===== src/rtl/key_sched_seq_pkg.sv =====
// Shared widths, FSM state type, DES PC1/PC2 tables and the C/D rotation helpers
// for the sequential key scheduler.
package key_sched_seq_pkg;

    localparam int unsigned KeyW       = 64;
    localparam int unsigned NumRounds  = 16;
    localparam int unsigned RkW        = 48;
    localparam int unsigned HalfW      = 28;
    // Bit r-1 set for rounds that rotate by a single position.
    localparam logic [15:0] Shift1Mask = 16'b1000_0001_0000_0011;

    typedef enum logic [1:0] {
        StIdle,
        StRun,
        StDone
    } state_e;

    // Tables use DES 1-based numbering with bit 1 as the vector MSB.
    localparam int unsigned Pc1Tab [56] = '{
        57, 49, 41, 33, 25, 17,  9,
         1, 58, 50, 42, 34, 26, 18,
        10,  2, 59, 51, 43, 35, 27,
        19, 11,  3, 60, 52, 44, 36,
        63, 55, 47, 39, 31, 23, 15,
         7, 62, 54, 46, 38, 30, 22,
        14,  6, 61, 53, 45, 37, 29,
        21, 13,  5, 28, 20, 12,  4
    };

    localparam int unsigned Pc2Tab [48] = '{
        14, 17, 11, 24,  1,  5,
         3, 28, 15,  6, 21, 10,
        23, 19, 12,  4, 26,  8,
        16,  7, 27, 20, 13,  2,
        41, 52, 31, 37, 47, 55,
        30, 40, 51, 45, 33, 48,
        44, 49, 39, 56, 34, 53,
        46, 42, 50, 36, 29, 32
    };

    function automatic logic [55:0] pc1(input logic [KeyW-1:0] key);
        logic [55:0] cd;
        cd = '0;
        for (int i = 0; i < 56; i++) begin
            cd[55-i] = key[KeyW-Pc1Tab[i]];
        end
        return cd;
    endfunction

    function automatic logic [HalfW-1:0] rot28(input logic [HalfW-1:0] x, input logic dec,
                                               input logic [1:0] amt);
        logic [HalfW-1:0] y;
        case ({dec, amt})
            3'b001:  y = {x[26:0], x[27]};
            3'b010:  y = {x[25:0], x[27:26]};
            3'b101:  y = {x[0], x[27:1]};
            3'b110:  y = {x[1:0], x[27:2]};
            default: y = x;
        endcase
        return y;
    endfunction

    // ridx is the 0-based round; decrypt round 0 starts from C16/D16 == C0/D0, so no rotation.
    function automatic logic [55:0] shift_cd(input logic [55:0] cd, input logic [3:0] ridx,
                                             input logic dec);
        logic [1:0] amt;
        amt = Shift1Mask[ridx] ? 2'd1 : 2'd2;
        if (dec && (ridx == 4'd0)) begin
            amt = 2'd0;
        end
        return {rot28(cd[55:28], dec, amt), rot28(cd[27:0], dec, amt)};
    endfunction

endpackage


===== src/rtl/key_sched_seq_pc2.sv =====
// DES permuted choice 2: selects 48 of the 56 C/D bits. Pure wiring.
module key_sched_seq_pc2
    import key_sched_seq_pkg::*;
(
    input  logic [55:0]    i_cd,
    output logic [RkW-1:0] o_rk
);

    for (genvar g = 0; g < RkW; g++) begin : g_bit
        assign o_rk[RkW-1-g] = i_cd[56-Pc2Tab[g]];
    end

endmodule


===== src/rtl/key_sched_seq.sv =====
// Sequential DES key schedule: accepts a key on req, then streams the 16 PC2 subkeys
// one per accepted handshake in encrypt or decrypt order; ack holds until req drops.
module key_sched_seq
    import key_sched_seq_pkg::*;
(
    input  logic            i_clk,
    input  logic            i_rst_n,
    input  logic            i_req,
    output logic            o_ack,
    input  logic [KeyW-1:0] i_k,
    input  logic            i_mode,
    output logic [RkW-1:0]  o_rk,
    output logic            o_rk_valid,
    input  logic            i_rk_ready,
    output logic [3:0]      o_rk_idx
);

    state_e      r_state, w_state_next;
    logic [55:0] r_cd, w_cd_next;
    logic [3:0]  r_idx, w_idx_next;
    logic        r_mode, w_mode_next;

    always_ff @(posedge i_clk or negedge i_rst_n) begin
        if (!i_rst_n) begin
            r_state <= StIdle;
            r_cd    <= '0;
            r_idx   <= '0;
            r_mode  <= 1'b0;
        end else begin
            r_state <= w_state_next;
            r_cd    <= w_cd_next;
            r_idx   <= w_idx_next;
            r_mode  <= w_mode_next;
        end
    end

    always_comb begin
        w_state_next = r_state;
        w_cd_next    = r_cd;
        w_idx_next   = r_idx;
        w_mode_next  = r_mode;
        case (r_state)
            StIdle: begin
                if (i_req) begin
                    w_cd_next    = shift_cd(pc1(i_k), 4'd0, i_mode);
                    w_idx_next   = 4'd0;
                    w_mode_next  = i_mode;
                    w_state_next = StRun;
                end
            end
            StRun: begin
                if (i_rk_ready) begin
                    if (r_idx == 4'd15) begin
                        w_state_next = StDone;
                    end else begin
                        w_idx_next = r_idx + 4'd1;
                        w_cd_next  = shift_cd(r_cd, r_idx + 4'd1, r_mode);
                    end
                end
            end
            StDone: begin
                if (!i_req) begin
                    w_state_next = StIdle;
                end
            end
            default: w_state_next = StIdle;
        endcase
    end

    key_sched_seq_pc2 u_pc2 (
        .i_cd (r_cd),
        .o_rk (o_rk)
    );

    assign o_rk_valid = (r_state == StRun);
    assign o_ack      = (r_state == StDone);
    assign o_rk_idx   = r_idx;

endmodule

===== config.mk =====
export PLATFORM = sky130hd
export DESIGN_NAME = key_sched_seq
export DESIGN_NICKNAME = d
export VERILOG_FILES = /design/src/rtl/key_sched_seq_pkg.sv /design/src/rtl/key_sched_seq_pc2.sv /design/src/rtl/key_sched_seq.sv
export SDC_FILE = /design/constraint.sdc
export NUM_CORES = 1
export LEC_CHECK = 0
export ABC_AREA = 1
export BUFFER_PORTS_ARGS = -buffer_cell sky130_fd_sc_hd__buf_2
export CAP_MARGIN = 20
export CORE_MARGIN = 3
export CORE_UTILIZATION = 57
export CTS_BUF_LIST = sky130_fd_sc_hd__clkbuf_8 sky130_fd_sc_hd__clkbuf_16
export CTS_CLUSTER_DIAMETER = 120
export CTS_CLUSTER_SIZE = 10
export DETAILED_ROUTE_END_ITERATION = 10
export PLACE_DENSITY_LB_ADDON = 0.05
export RECOVER_POWER = 25
export SETUP_SLACK_MARGIN = 0.5
export SLEW_MARGIN = 25
export SYNTH_ARGS = -nofsm -noshare
export SYNTH_HDL_FRONTEND = slang
export SYNTH_SLANG_ARGS = --single-unit

===== constraint.sdc =====
create_clock -name i_clk -period 2.1 [get_ports i_clk]
set_input_delay 0.21 -clock i_clk [delete_from_list [all_inputs] [get_ports i_clk]]
set_output_delay 0.21 -clock i_clk [all_outputs]
set_load 0.03 [all_outputs]

==> results of run 1 <==
[flip-flops by register name (all words and copies together) (netlist names)]
register	flops
o_rk_idx	4
r_cd	56
r_mode	1
r_state	2
[cell usage in the layout (no fill, tap or decap), types with 4 or more instances in the layout]
cell,netlist,layout
dfrtp_1,63,59
o21ai_1,30,18
o21ai_0,6,5
a21oi_2,1,29
nand2_2,4,28
buf_4,53,21
nand3_2,0,21
nand2_8,0,6
clkbuf_16,0,10
dfrtp_2,0,4
clkbuf_8,0,11
inv_2,1,5
nand3_1,116,94
buf_6,7,7
inv_1,58,53
buf_12,0,21
o21ai_2,0,13
buf_2,29,113
a21oi_1,183,154
nor2_1,167,157
nand2_1,269,233
buf_8,0,4
nand2_4,5,11
nor2_2,1,9
[layout make-up]
type | instances | area (um2) | share of cell area
Clock buffer | 11 | 151 | 0.0193
Clock inverter | 5 | 72.6 | 0.00923
Inverter | 59 | 223 | 0.0283
Multi-Input combinational cell | 791 | 4060 | 0.516
Sequential cell | 63 | 1580 | 0.201
Tap cell | 136 | 170 | 0.0216
Timing Repair Buffer | 180 | 1610 | 0.204
[routing by layer]
metal  wire (um)  track usage
met5           0            0
met4         823       0.0902
met3        2500       0.0634
met2       10400        0.515
met1        8370        0.427
[worst max-delay path, delay by kind of cell, from the launching register on]
family | cells | cell delay [ns]
AOI/OAI and AO/OA | 1 | 0.06
adders and majority gates | 1 | 0.20
buffers and inverters | 2 | 0.22
DFF | 1 | 0.46
and+or+nand+nor | 10 | 0.93
[stage by stage]
stage / setup slack, ns / utilization / hold slack [ns]
2_1_floorplan: 0.291 / - / -0.0856
3_3_place_gp: 0.139 / 0.628 / 0.254
3_5_place_dp: 0.135 / 0.628 / 0.255
4_1_cts: 0.261 / 0.683 / 0.0927
5_1_grt: 0.0427 / 0.761 / 0.103
6_report: 0.119 / 0.761 / 0.0889
[repair_timing]
action / 4_1_cts / 5_1_grt
setup endpoints to repair: 59 / 61
pin swaps: 9 / 78
resized for setup: 28 / 128
cloned: 2 / 14
endpoints found under the hold margin: 63 / 0
hold buffers: 1 / 0
setup buffers: 14 / 7
[how the worst min path moves through the flow]
stage                         endpoint  depth (start not counted)
2_1_floorplan  o_rk_idx[0]$_DFFE_PN0P_                          0
3_3_place_gp   o_rk_idx[0]$_DFFE_PN0P_                          2
3_5_place_dp   o_rk_idx[0]$_DFFE_PN0P_                          2
4_1_cts         r_state[1]$_DFFE_PN0P_                          2
5_1_grt         r_state[1]$_DFFE_PN0P_                          2
6_report        r_state[1]$_DFFE_PN0P_                          2
[cell families after synthesis]
family / after synthesis
adders and majority gates: 1
AOI/OAI and AO/OA: 224
DFF: 63
buffers and inverters: 183
and+or+nand+nor: 566
==> results.txt, run 1 <==
- Critical Path Max Stage Delay: 0.46 ns
- The wire-length estimate of the detail-placed layout is 11.2 mm.
* TritonRoute pass-1 iters: 6
- In this run the remaining antenna-violating nets after routing total 0.
- The number of hold-slack violations in the final timing report came to 0.
* Status: completed
* Measured slew at the worst slew-check pin: 0.940 ns
- Vias in the first global route: 6,312
- Path depth of the worst reg2reg path: 14
- Number of H-tree levels: 3
* Top-count cell post-synth: nand2_1
* Critical-path cell with the highest stage delay: dfrtp_2
- For this run, the number of Yosys warnings is 0.
- Clock sinks: 63
* Largest net degree at the start of global routing: 64
* Synthesized instance count: 1,037
- Synth cell count leaders: 269 x nand2_1, 183 x a21oi_1, 167 x nor2_1
- Across all layers, the routed design uses 7,427 vias.
- Setup repair after global routing could not meet its margin everywhere.
- Static timing analysis puts the maximum clock frequency at 0.505 GHz.
* Critical path launch point: o_rk_idx[1]$_DFFE_PN0P_
* Fillcell total: 849
* Required arrival time at the worst endpoint: 2.35 ns
- Input and output buffers added on the ports amount to 114.
- Clock transition at the registers of the reported paths: 0.08 ns
* End of the critical path: r_cd[17]$_DFFE_PN0P_
* Proportion of layout cells with a drive suffix above 1: 0.297
- Layout Nets: 1,174
* Top cells by area, synth: dfrtp_1 26%, nand2_1 17%, a21oi_1 15%
* Setup-violating endpoint count in the final report: 0
* CTS root buffer: clkbuf_8
- Portion of netlist area occupied by mux cells: 0
* Final Cycle Share: 0.944
* CP Max Fanout: 10
* Adder and majority cell fraction of the synthesized area: 0.00206
- GRT Util Overall: 0.317
- Synth Area in Compound Gates: 0.189
- Share of flip-flops with an asynchronous set or reset after synthesis: 1.00
* Setup total negative slack: 0 ns
- Clk Latency, worst-skew pair: 0.36 ns
* Final max-slew violation count: 0
- Of the total synthesized cell area, the portion taken by AND, OR, NAND and NOR gates is 0.388.
- Dividing the synthesized area by the synthesized cell count gives 5.85 um2.
* Total of max-cap violations: 0
- Area growth from synthesis to layout: 29.6%
- Antenna Diode Count: 0
- Subtracting the final worst setup slack from the clock period gives 1.98 ns.
- From bottom edge to top edge, the die measures 109 um.
- Die Area: 11,900 um2
* Number of rows created at floorplan: 37
- The largest total area in the synthesized netlist belongs to dfrtp_1.
- Dividing the detail-routed via count by the number of cells gives 5.97.
* Cells along the critical path: ha_4, inv_2, nand2_2, nand2_4, nand2_4, nand2_4, nand2_8, nand2_8, nand2_8, buf_12, nor2_1, nor2_1, nand2_1, a21oi_1
* Buffers from clock root to sink, at most: 2
- For this configuration, the core starts out at a cell density of 0.588.
- Number of placed instances, taps included: 1,191
- Post-synth top area share: 0.260
- For this block, the initial DRC count from the detailed router was 1,012.
* Synthesized net count: 1,107
- For this run, the number of standard cells in the final layout without fillers is 1,245.
- Register-to-register setup slack: 0.12 ns
- Combinational family with the most area after synthesis: simple AND/OR/NAND/NOR gates
- After detailed routing, the number of remaining DRC violations is 0.
- Netlist area before placement: 6070 um2
- Sequential area share after synthesis: 0.260
- Path category of the worst min-delay check: primary input to flip-flop
- Core Box Area: 10,300 um2
- Number of antenna violations at the first check in global routing: 0
- Worst slew margin: 0.373
- The final layout contains routed wiring with a total length of 22.1 mm.
- Post-place instance area: 6490 um2
* Unique cell type count in the Yosys netlist: 27
- Source of the worst hold timing path: i_req
- In this run the count of I/O pins placed on the die edge is 123.
* Clock tree from TritonCTS: yes
- Critical path startpoint category: flip-flop
- Final routed wire length divided by cell count: 17.7 um
- End of the worst register-to-register path: r_cd[17]$_DFFE_PN0P_
* Critical path endpoint category: flip-flop
* Primary flip-flop cell chosen by synthesis mapping: dfrtp_1
* Post-Synth XOR/XNOR Area: 0
* Gpl congestion: 0.861
- Number of synthesized register bits: 63
* Data arrival at the endpoint of the critical path: 2.23 ns
- Reg-to-Reg Start: o_rk_idx[1]$_DFFE_PN0P_
* Setup CP Type: flip-flop to flip-flop
- From left edge to right edge, the die measures 109 um.
- Clk_skew: 0.00835 ns
* GR Overflow Total: 0
- Count of flip-flops with a built-in enable after synthesis: 0
- In this run, CTS created clock tree buffers numbering 9.
* First-pass GRT wire length: 30.5 mm
* Area of all placed cells without fillers: 7860 um2
Power of run 1 is not shown: default switching activity piles up to over one toggle a cycle in this logic, so the estimate is an artifact.
==> run 2, diff against run 1 <==
--- a/config.mk
+++ b/config.mk
@@ -17,7 +17,7 @@
 export PLACE_DENSITY_LB_ADDON = 0.05
 export RECOVER_POWER = 25
 export SETUP_SLACK_MARGIN = 0.5
-export SLEW_MARGIN = 25
+export SLEW_MARGIN = 15
 export SYNTH_ARGS = -nofsm -noshare
 export SYNTH_HDL_FRONTEND = slang
 export SYNTH_SLANG_ARGS = --single-unit
==> constraint.sdc (replaced) <==
create_clock -name i_clk -period 2.1 [get_ports i_clk]
set_input_delay 0.315 -clock i_clk [delete_from_list [all_inputs] [get_ports i_clk]]
set_output_delay 0.315 -clock i_clk [all_outputs]
set_load 0.03 [all_outputs]
==> results.txt, run 2 (synthesized netlist as in run 1, its figures left out) <==
- Core Box Area: 10,300 um2
- Data arrival at the endpoint of the critical path: 2.33 ns
- The number of antenna diodes in the final layout is 0.
- Number of DRC violations after detailed-routing iteration 0: 967
* Most frequent CP cell: nand2_4
* Largest net degree at the start of global routing: 64
- Dividing the detail-routed wire length by the instance count gives 18.4 um.
- The net count of the finished layout is 1,185.
* Setup-violating endpoint count in the final report: 0
- Counting instances, the worst hold path has a depth of 2.
- The worst register-to-register path has a depth of 14.
- TritonCTS created 9 clock buffers.
- TritonCTS built the clock tree.
- Logic depth of the worst setup path including buffers: 14
- The smallest clock period supported by the final layout is computed as 2.07 ns.
- Total of max-cap violations: 0
* Vias in the first global route: 6,028
- Number of design rule violations left after detail routing: 2
- Proportion of layout cells with a drive suffix above 1: 0.302
- The worst register-to-register path ends at r_cd[53]$_DFFE_PN0P_.
* TritonRoute pass-1 iters: 10
* Die Area: 11,900 um2
* Post-detailed-route via-to-cell ratio: 6.11
- Most used cells in the layout excluding fill and tap cells: 214 x nand2_1, 166 x nor2_1, 166 x a21oi_1
- Starting utilization of the core area: 0.588
- Status: finished, violations left
- Setup slack of the critical path after layout: 0.0333 ns
- Of all nets on the critical path, the largest fanout is 6.
* Unrepaired setup endpoints after global routing: true
- At the end of routability-driven placement, the weighted congestion stood at 0.874.
- Worst slew margin: 0.390
- Routed vias: 7,666
- Area growth from synthesis to layout: 32.5%
* Setup total negative slack: 0 ns
- In this run the vertical extent of the chip is 109 um.
- Die Width: 109 um
* Number of H-tree levels: 3
- Reg-to-Reg Start: o_rk_idx[0]$_DFFE_PN0P_
- GRT Util Overall: 0.309
* Failing checks: design-rule violations
- After global routing the overflow that remains totals 0.
- Clk_skew: 0.0137 ns
- Detailed-placement wirelength estimate: 11.2 mm
- Critical path endpoint category: flip-flop
- DRT antenna net count: 0
- Cell family contributing the most delay on the critical path: simple AND/OR/NAND/NOR gates
- Critical-path cell with the highest stage delay: dfrtp_2
* Final hold violation count: 0
- Setup CP Type: flip-flop to flip-flop
- For this design, the sink count on the clock tree is 63.
- Setup slack on the worst reg-to-reg path comes out at 0.03 ns.
- Final max-slew violation count: 0
- Cells along the critical path: ha_4, inv_4, nand2_4, nand2_4, nand2_4, nand2_4, nand2_8, buf_12, nor2_8, clkbuf_16, nand2_4, nand3_2, nand2_1, a21oi_1
- Number of rows created at floorplan: 37
- Pin placement for this block handled 123 I/O pins.
- Worst slack at placement: 0.132 ns
- Measured slew at the worst slew-check pin: 0.916 ns
- Flip-flop count of the largest register, all copies and words added: 56
- First-pass GRT wire length: 29.8 mm
- The number of antenna violations at the first check in global routing was 0.
- Combined buffer and inverter count along the critical path: 3
* Source of the worst hold timing path: i_req
- Clk Latency, worst-skew pair: 0.35 ns
- Critical Path Max Stage Delay: 0.46 ns
- The count of buffers added on input and output ports is 114.
- The root buffer cell chosen for the clock tree is clkbuf_8.
* Hold worst-path end: r_state[1]$_DFFE_PN0P_
- For the worst setup path, the data required time is 2.36 ns.
- In the finished design, the share of the clock period the worst path needs comes to 0.984.
- Critical path startpoint category: flip-flop
- Path category of the worst min-delay check: primary input to flip-flop
- WL final: 23.0 mm
- Timing-limited maximum frequency: 0.484 GHz
- The clock passes through at most 2 buffers.
- Leaving out fill and tap cells, the most frequent cell in the layout is nand2_1.
* Top register by number of flip-flops: r_cd
- After clock tree synthesis, the clock-pin slew on the worst setup and hold paths is 0.08 ns.
-- run 2: changes by cell type in the layout (fill, tap and decap cells not counted), sizes merged --
cell      change
bufinv        -2
clkinvlp      +1
bufbuf        +1
buf           +5
clkinv        -2
clkbuf        +6
-- run 2: how the worst max path moves through the flow --
stage                                        from              endpoint  slack [ns]
final                     o_rk_idx[0]$_DFFE_PN0P_  r_cd[53]$_DFFE_PN0P_        0.03
after global routing      o_rk_idx[0]$_DFFE_PN0P_  r_cd[46]$_DFFE_PN0P_       -0.02
after CTS                 o_rk_idx[1]$_DFFE_PN0P_  r_cd[24]$_DFFE_PN0P_        0.19
after detailed placement  o_rk_idx[0]$_DFFE_PN0P_  r_cd[32]$_DFFE_PN0P_        0.13
after floorplan           o_rk_idx[1]$_DFFE_PN0P_  r_cd[23]$_DFFE_PN0P_        0.29
after global placement    o_rk_idx[1]$_DFFE_PN0P_  r_cd[23]$_DFFE_PN0P_        0.14
-- run 2: final cells by class --
cell class,count,area [um2]
Tap cell,136,170
Fill cell,804,2290
Clock buffer,12,165
Clock inverter,2,8.76
Inverter,59,228
Sequential cell,63,1580
Timing Repair Buffer,191,1790
Multi-Input combinational cell,791,4090
-- run 2: what timing repair did --
action                     CTS  global route
cloned                       2            20
setup endpoints to repair   59            61
buffers inserted            13            13
hold endpoints to repair     9             0
resized for setup           19           142
hold buffers                 1             0
pin swaps                    9            94
-- run 2: stage by stage --
step | util | std cells | cell area, um2 | hold WS [ns]
2_1_floorplan | - | 1037 | 6240 | 0.0194
3_3_place_gp | 0.628 | 1191 | 6490 | 0.359
3_5_place_dp | 0.628 | 1191 | 6490 | 0.362
4_1_cts | 0.676 | 1221 | 6980 | 0.193
5_1_grt | 0.778 | 1254 | 8040 | 0.201
6_report | 0.778 | 1254 | 8040 | 0.201
-- run 2: layer usage --
layer,vias up,share of wire,GRT usage
li1,3457,-,-
met4,0,0.049,0.0938
met3,121,0.13,0.0420
met5,-,0,0
met1,3489,0.38,0.445
met2,599,0.45,0.482
Power of run 2 is left out for the same reason.
